--- config.mk ---
export PLATFORM = sky130hd
export DESIGN_NAME = crop_norm_mm
export DESIGN_NICKNAME = d
export VERILOG_FILES = /design/src/rtl/crop_norm_pkg.sv /design/src/rtl/crop_norm_mm_divider.sv /design/src/rtl/crop_norm_mm.sv
export SDC_FILE = /design/constraint.sdc
export NUM_CORES = 1
export LEC_CHECK = 0
export ABC_AREA = 1
export BUFFER_PORTS_ARGS = -buffer_cell sky130_fd_sc_hd__buf_4
export CAP_MARGIN = 20
export CORE_MARGIN = 2
export CORE_UTILIZATION = 25
export CTS_CLUSTER_DIAMETER = 120
export DETAILED_ROUTE_END_ITERATION = 7
export MAX_ROUTING_LAYER = met4
export PLACE_DENSITY = 0.38
export RECOVER_POWER = 25
export SYNTH_ARGS = -nofsm -noshare
export SYNTH_HDL_FRONTEND = slang
export SYNTH_SLANG_ARGS = --single-unit
export TNS_END_PERCENT = 1
--- constraint.sdc ---
create_clock -name clk -period 5.75 [get_ports clk]
set_input_delay 0 -clock clk [delete_from_list [all_inputs] [get_ports clk]]
set_output_delay 0 -clock clk [all_outputs]
set_load 0.1 [all_outputs]
--- src/rtl/crop_norm_pkg.sv ---
// Shared types and helpers for the crop + normalise stage.
package crop_norm_pkg;

    typedef enum logic [1:0] {
        NORM_BYPASS = 2'd0,
        NORM_MAX    = 2'd1,
        NORM_MINMAX = 2'd2,
        NORM_RSVD   = 2'd3
    } norm_mode_e;

    typedef enum logic [1:0] {
        S_IDLE,
        S_CAPTURE,
        S_NORM,
        S_DONE
    } state_e;

    // Per-pixel sequencing inside S_NORM.
    typedef enum logic [1:0] {
        PH_READ,
        PH_CALC,
        PH_DIV,
        PH_OUT
    } phase_e;

    function automatic int div_cycles(input int pix_w, input int out_w);
        return pix_w + out_w;
    endfunction

endpackage

--- src/rtl/crop_norm_mm_divider.sv ---
// Restoring unsigned divider, one quotient bit per cycle, N_W cycles per divide.
module norm_divider #(
    parameter int N_W = 16,
    parameter int D_W = 8
) (
    input  logic           clk,
    input  logic           reset,
    input  logic           start,
    input  logic [N_W-1:0] n,
    input  logic [D_W-1:0] d,
    output logic           busy,
    output logic           done,
    output logic [N_W-1:0] q
);
    localparam int CNT_W = $clog2(N_W + 1);

    logic [N_W-1:0]   quo;
    logic [D_W-1:0]   rem;
    logic [D_W-1:0]   dreg;
    logic [CNT_W-1:0] cnt;
    logic [D_W:0]     trial;
    logic [D_W-1:0]   sub;
    logic             fit;

    // done/q are combinational on the final step so the caller can register the result that same edge.
    always_comb begin
        trial = {rem, quo[N_W-1]};
        fit   = trial >= {1'b0, dreg};
        sub   = trial[D_W-1:0] - dreg;
        done  = busy && (cnt == CNT_W'(N_W - 1));
        q     = {quo[N_W-2:0], fit};
    end

    always_ff @(posedge clk or posedge reset) begin
        if (reset) begin
            busy <= 1'b0;
            cnt  <= '0;
            quo  <= '0;
            rem  <= '0;
            dreg <= '0;
        end else if (start && !busy) begin
            busy <= 1'b1;
            cnt  <= '0;
            quo  <= n;
            rem  <= '0;
            dreg <= d;
        end else if (busy) begin
            quo <= {quo[N_W-2:0], fit};
            rem <= fit ? sub : trial[D_W-1:0];
            cnt <= cnt + 1'b1;
            if (done) busy <= 1'b0;
        end
    end

endmodule

--- src/rtl/crop_norm_mm.sv ---
// Crop an OUT_ROWS x OUT_COLS window from a raster frame, then stream it out
// raw, max-normalised or min-max-normalised.
module crop_norm_mm
    import crop_norm_pkg::*;
#(
    parameter int IN_ROWS  = 20,
    parameter int IN_COLS  = 20,
    parameter int OUT_ROWS = 10,
    parameter int OUT_COLS = 10,
    parameter int PIX_W    = 8,
    parameter int OUT_W    = 8
) (
    input  logic                       clk,
    input  logic                       reset,
    input  logic                       ap_start,
    output logic                       ap_ready,
    output logic                       ap_done,
    input  logic [1:0]                 norm_mode,
    input  logic [$clog2(IN_COLS)-1:0] crop_x0,
    input  logic [$clog2(IN_ROWS)-1:0] crop_y0,
    input  logic                       s_axis_tvalid,
    output logic                       s_axis_tready,
    input  logic [PIX_W-1:0]           s_axis_tdata,
    input  logic                       s_axis_tlast,
    output logic                       m_axis_tvalid,
    input  logic                       m_axis_tready,
    output logic [OUT_W-1:0]           m_axis_tdata,
    output logic                       m_axis_tlast,
    output logic                       frame_err
);
    localparam int CW   = $clog2(IN_COLS);
    localparam int RW   = $clog2(IN_ROWS);
    localparam int NPIX = OUT_ROWS * OUT_COLS;
    localparam int AW   = (NPIX > 1) ? $clog2(NPIX) : 1;
    localparam int NW   = div_cycles(PIX_W, OUT_W);

    localparam logic [CW-1:0]    X_MAX   = CW'(IN_COLS - OUT_COLS);
    localparam logic [RW-1:0]    Y_MAX   = RW'(IN_ROWS - OUT_ROWS);
    localparam logic [OUT_W-1:0] OUT_MAX = '1;
    localparam logic [AW-1:0]    LAST_IX = AW'(NPIX - 1);

    if (OUT_W < PIX_W) begin : g_width_check
        $error("crop_norm_mm: OUT_W must be >= PIX_W");
    end

    state_e           state;
    phase_e           phase;
    norm_mode_e       mode;
    logic [CW-1:0]    x0, col;
    logic [RW-1:0]    y0, row;
    logic [CW:0]      col_rel;
    logic [RW:0]      row_rel;
    logic [PIX_W-1:0] pmin, pmax, rd_q, lo, diff, den;
    logic [PIX_W-1:0] mem [NPIX];
    logic [AW-1:0]    oidx, waddr, ram_addr;
    logic             s_hs, last_beat, in_win, ram_we;
    logic             div_start, div_busy, div_done;
    logic [NW-1:0]    num, div_q;
    logic [OUT_W-1:0] byp, sat;

    always_comb begin
        s_hs      = s_axis_tvalid && s_axis_tready;
        last_beat = (row == RW'(IN_ROWS - 1)) && (col == CW'(IN_COLS - 1));
        col_rel   = {1'b0, col} - {1'b0, x0};
        row_rel   = {1'b0, row} - {1'b0, y0};
        in_win    = (col >= x0) && (row >= y0) &&
                    (col_rel < (CW+1)'(OUT_COLS)) && (row_rel < (RW+1)'(OUT_ROWS));
        waddr     = AW'(int'(row_rel) * OUT_COLS + int'(col_rel));
        ram_we    = (state == S_CAPTURE) && s_hs && in_win;

        // The next pixel's read is launched on the handshake edge, keeping bypass at 2 cycles/pixel.
        if (state == S_CAPTURE)
            ram_addr = waddr;
        else if (phase == PH_OUT && m_axis_tready && oidx != LAST_IX)
            ram_addr = oidx + 1'b1;
        else
            ram_addr = oidx;

        lo        = (mode == NORM_MINMAX) ? pmin : '0;
        diff      = rd_q - lo;
        den       = pmax - lo;
        num       = (NW'(diff) << OUT_W) - NW'(diff);
        div_start = (state == S_NORM) && (phase == PH_CALC) && (mode != NORM_BYPASS) &&
                    (den != '0) && !div_busy;
        byp       = OUT_W'(rd_q) << (OUT_W - PIX_W);
        sat       = (div_q > NW'(OUT_MAX)) ? OUT_MAX : div_q[OUT_W-1:0];
    end

    always_ff @(posedge clk) begin
        if (ram_we) mem[ram_addr] <= s_axis_tdata;
        rd_q <= mem[ram_addr];
    end

    norm_divider #(
        .N_W (NW),
        .D_W (PIX_W)
    ) u_div (
        .clk   (clk),
        .reset (reset),
        .start (div_start),
        .n     (num),
        .d     (den),
        .busy  (div_busy),
        .done  (div_done),
        .q     (div_q)
    );

    always_ff @(posedge clk or posedge reset) begin
        if (reset) begin
            state         <= S_IDLE;
            phase         <= PH_READ;
            mode          <= NORM_BYPASS;
            x0            <= '0;
            y0            <= '0;
            col           <= '0;
            row           <= '0;
            pmin          <= '0;
            pmax          <= '0;
            oidx          <= '0;
            ap_ready      <= 1'b1;
            ap_done       <= 1'b0;
            s_axis_tready <= 1'b0;
            m_axis_tvalid <= 1'b0;
            m_axis_tdata  <= '0;
            m_axis_tlast  <= 1'b0;
            frame_err     <= 1'b0;
        end else begin
            case (state)
                S_IDLE: begin
                    if (ap_start) begin
                        state         <= S_CAPTURE;
                        mode          <= (norm_mode == 2'd3) ? NORM_MAX : norm_mode_e'(norm_mode);
                        x0            <= (crop_x0 > X_MAX) ? X_MAX : crop_x0;
                        y0            <= (crop_y0 > Y_MAX) ? Y_MAX : crop_y0;
                        col           <= '0;
                        row           <= '0;
                        pmin          <= '1;
                        pmax          <= '0;
                        frame_err     <= 1'b0;
                        ap_ready      <= 1'b0;
                        s_axis_tready <= 1'b1;
                    end
                end
                S_CAPTURE: begin
                    if (s_hs) begin
                        if (s_axis_tlast != last_beat) frame_err <= 1'b1;
                        if (in_win) begin
                            if (s_axis_tdata < pmin) pmin <= s_axis_tdata;
                            if (s_axis_tdata > pmax) pmax <= s_axis_tdata;
                        end
                        if (col == CW'(IN_COLS - 1)) begin
                            col <= '0;
                            row <= row + 1'b1;
                        end else begin
                            col <= col + 1'b1;
                        end
                        if (last_beat) begin
                            state         <= S_NORM;
                            phase         <= PH_READ;
                            oidx          <= '0;
                            row           <= '0;
                            s_axis_tready <= 1'b0;
                        end
                    end
                end
                S_NORM: begin
                    case (phase)
                        PH_READ: phase <= PH_CALC;
                        PH_CALC: begin
                            if (div_start) begin
                                phase <= PH_DIV;
                            end else begin
                                m_axis_tdata  <= (mode == NORM_BYPASS) ? byp : '0;
                                m_axis_tvalid <= 1'b1;
                                m_axis_tlast  <= (oidx == LAST_IX);
                                phase         <= PH_OUT;
                            end
                        end
                        PH_DIV: begin
                            if (div_done) begin
                                m_axis_tdata  <= sat;
                                m_axis_tvalid <= 1'b1;
                                m_axis_tlast  <= (oidx == LAST_IX);
                                phase         <= PH_OUT;
                            end
                        end
                        PH_OUT: begin
                            if (m_axis_tready) begin
                                m_axis_tvalid <= 1'b0;
                                m_axis_tlast  <= 1'b0;
                                if (oidx == LAST_IX) begin
                                    state   <= S_DONE;
                                    ap_done <= 1'b1;
                                end else begin
                                    oidx  <= oidx + 1'b1;
                                    phase <= PH_CALC;
                                end
                            end
                        end
                        default: phase <= PH_READ;
                    endcase
                end
                S_DONE: begin
                    ap_done  <= 1'b0;
                    ap_ready <= 1'b1;
                    state    <= S_IDLE;
                end
                default: state <= S_IDLE;
            endcase
        end
    end

endmodule

==> summary.txt <==
Clock tree
  • Num Clock Sinks: between 900 and 1000
  • Clock Latency Late Sink: about 0.73 ns
  • Clk slew on worst S/H paths: 0.06 ns
  • Post_cts resized: 0
  • CTS tree: done
  • CTS Hold Bufs: 33
  • Htree depth: 3
  • Num CTS Buffers: 109
  • Clock Tree Buf Depth: 3
  • Setup repair bufs after CTS: 0
  • Clock Root Buffer: clkbuf_16

Yosys
  • Mapped Area: between 40000 and 50000 um2
  • Syn avg cell area: 10.3 um2
  • Synthesized Nets: around 4200
  • Top FF cell, synth: edfxtp_1
  • Post-synth cell types: 53
  • Dominant cells by area after synthesis: edfxtp_1, nand2_1, dfrtp_1
  • Top-count cell post-synth: nand2_1
  • Mapped Cells: roughly 4100
  • Asr flop ratio synth: 11.1%
  • Most frequent cells after synthesis: nand2_1, edfxtp_1, inv_1
  • Synthesized flop and latch total: 909
  • EDFF count, synth: 800
  • Sequential area share after synthesis: between 60% and 70%
  • Top cell type's share of synthesized area: 56.7%
  • Yosys warns: 0
  • Area leader, netlist: edfxtp_1

Detailed routing
  • Routed WL: approximately 130 mm
  • Routed wire per std cell: ~20 um
  • DR pass1 iterations: 5
  • Vias/cell: between 4 and 5
  • # DRC: 0
  • Vias: 28786
  • Antenna Violating Nets Remaining: 0
  • DRT iter0 DRCs: 2141

Pwr
  • Power Density: 591 nW/um2
  • Clk pwr share: roughly 24%
  • Leakage: 0.0200 uW
  • Internal power: between 15000 and 20000 uW
  • Flop pwr share: 26.8%
  • Combinational power share: 49.1%
  • Sw frac: a little under half
  • P_sw: 13800 uW
  • VDD IR max: 0.000449 V

STA
  • RSZ-0062 raised after global routing: false
  • Setup TNS: 0 ns
  • Slew margin rel.: -191%
  • FMAX: roughly 190 MHz
  • Final worst slack: 0.568 ns
  • Post-Route Skew: ~0.019 ns
  • Final worst path period need: between 5 and 6 ns
  • # setup viols final: 0
  • Period utilization: between 90% and 100%
  • Worst slew pin tran: 4.36 ns
  • Fin. max-slew vios: 602
  • Fin. Hold Viols: 0

Global routing
  • Grt ovf: 0
  • Pin count of the biggest net entering global routing: 155
  • Vias in the first global route: about 29000
  • GRT Resource Usage Total: 15.9%
  • Initial antenna violation count: 3
  • First-pass GRT wire length: roughly 200 mm

Cells and area
  • Final layout net count: between 4000 and 5000
  • Layout cells sized above 1: roughly 8.3%
  • Final Core Density: 29.3%
  • Area Overhead vs Synth: 17.0%

Placement
  • Setup WS pre-CTS: a little under 0.6 ns
  • I/O Buffers: 39
  • Final RePlAce weighted congestion: 0.798
  • Post-DP HPWL: 83.2 mm

Floorplan
  • Die footprint: 173000 um2
  • Die Ht: slightly above 400 um
  • Core ar.: 169000 um2
  • DIE WIDTH: about 420 um
  • Starting Density: 25.1%
  • FP Rows: 151
  • I/O pin count: 40

Setup path
  • Crit path arrival time: 5.54 ns
  • Startpoint Class: flip-flop
  • Cell mode on critical path: nand2_1
  • Max Fanout on Critical Path: 9
  • Crit path buffers/inverters: 2
  • Delay of the slowest critical-path stage: 0.66 ns
  • Crit path cell chain: ha_1 -> a21oi_1 -> nand2_1 -> xor2_1 -> ha_1 -> ha_1 -> fa_1 -> ha_1 -> a21oi_1 -> inv_1 -> nand2_1 -> nand3_1 -> nand2_1 -> nand2_1 -> inv_2 -> nand2_1 -> nor2_1
  • Slowest-stage cell, CP: nor2_1
  • Register-to-register path setup slack: 0.57 ns
  • Worst Setup End Kind: flip-flop
  • CP top delay family: simple AND/OR/NAND/NOR gates
  • Critical Path RT: between 6 and 7 ns
  • Critical path class: reg2reg

Status
  • Status: finished, violations left
  • Failing checks: max-capacitance violations, max-slew violations

Run
  • Max-cap violation count: 17

Hold path
  • Worst hold path class: in2reg
==> area by class of cell <==
type	instances	area (um2)
clock buffers	128	2840
diodes	1	2.50
inverters	590	2220
clock inverters	77	806
fillers	17799	119000
flip-flops and latches	909	26700
multi-input cells	2436	12600
well taps	2218	2780
repair buffers	205	1650
==> path summary, 6_finish.rpt <==
kind	from	to	depth (start not counted)
min in group asynchronous	reset	m_axis_tdata[1]	4
worst max register to register	row[2]	mem[36][1]	17
worst min-delay path	norm_mode[0]	mode[0]	4
worst min register to register	pmin[1]	pmin[1]	2
worst max-delay path	row[2]	mem[36][1]	17
max in group asynchronous	reset	pmax[1]	5
==> routing by layer <==
| layer | global-route usage (%) | vias up | share of wire [%] |
|---|---|---|---|
| li1 | - | 14076 | - |
| met2 | 24.1 | 498 | 45 |
| met4 | 4.93 | 0 | 2.7 |
| met3 | 2.18 | 178 | 3.9 |
| met1 | 21.9 | 14034 | 49 |
| met5 | - | - | 0 |
==> placed cells by master (no fill, tap or decap), types with 32 or more instances in the layout <==
master / count
a21oi_1: 61
buf_4: 147
clkbuf_1: 32
clkbuf_16: 109
dfrtp_1: 100
dlygate4sd3_1: 33
edfxtp_1: 800
ha_1: 70
inv_1: 581
nand2_1: 920
nand3_1: 425
nand3b_1: 315
nand4_1: 44
nor2_1: 301
o21ai_0: 118
==> sequential cells by signal (all words and copies together), names as in the netlist, 5 cells and up <==
register and cells:
pmin 8, row 5, u_div.dreg 8, pmax 8, u_div.cnt 5, u_div.quo 16, col 5, byp 8
u_div.rem 8, y0 5, mem 800, x0 5, m_axis_tdata 8, oidx 7
==> per-stage QoR <==
stage	hold slack (ns)	area, um2	instances	total power [uW]
after floorplan	0.0989	42400	4132	17000
after global placement	0.133	45600	6325	22500
after detailed placement	0.126	45600	6325	22500
after CTS	0.0178	49600	6563	29700
after global routing	0.0794	49600	6563	31400
final	0.0821	49600	6564	29300
==> kinds of logic after synthesis <==
logic type	count (synthesis)	synth area share (%)
adder cells (fa/ha/maj)	77	2.40
flip-flops	909	63.1
XOR/XNOR	40	0.827
AO/OA/AOI/OAI	259	3.40
AND/OR/NAND/NOR	2060	22.9
buffers and inverters	787	7.41
==> power groups by stage <==
stage	Sequential (uW)	Clock [uW]	Combinational (uW)
floorplan	8040	0	8920
global placement	7990	0	14500
detailed placement	7990	0	14500
CTS	7850	7270	14600
global route	7900	7510	16000
finish	7860	7060	14400
==> tightest hold or removal path, cell delays in order <==
cell	delay, ns
dlygate4sd3_1	0.53
buf_4	0.10
nor2_1	0.05
nor2_1	0.09
Note: power is estimated with default switching activity, not from simulation.
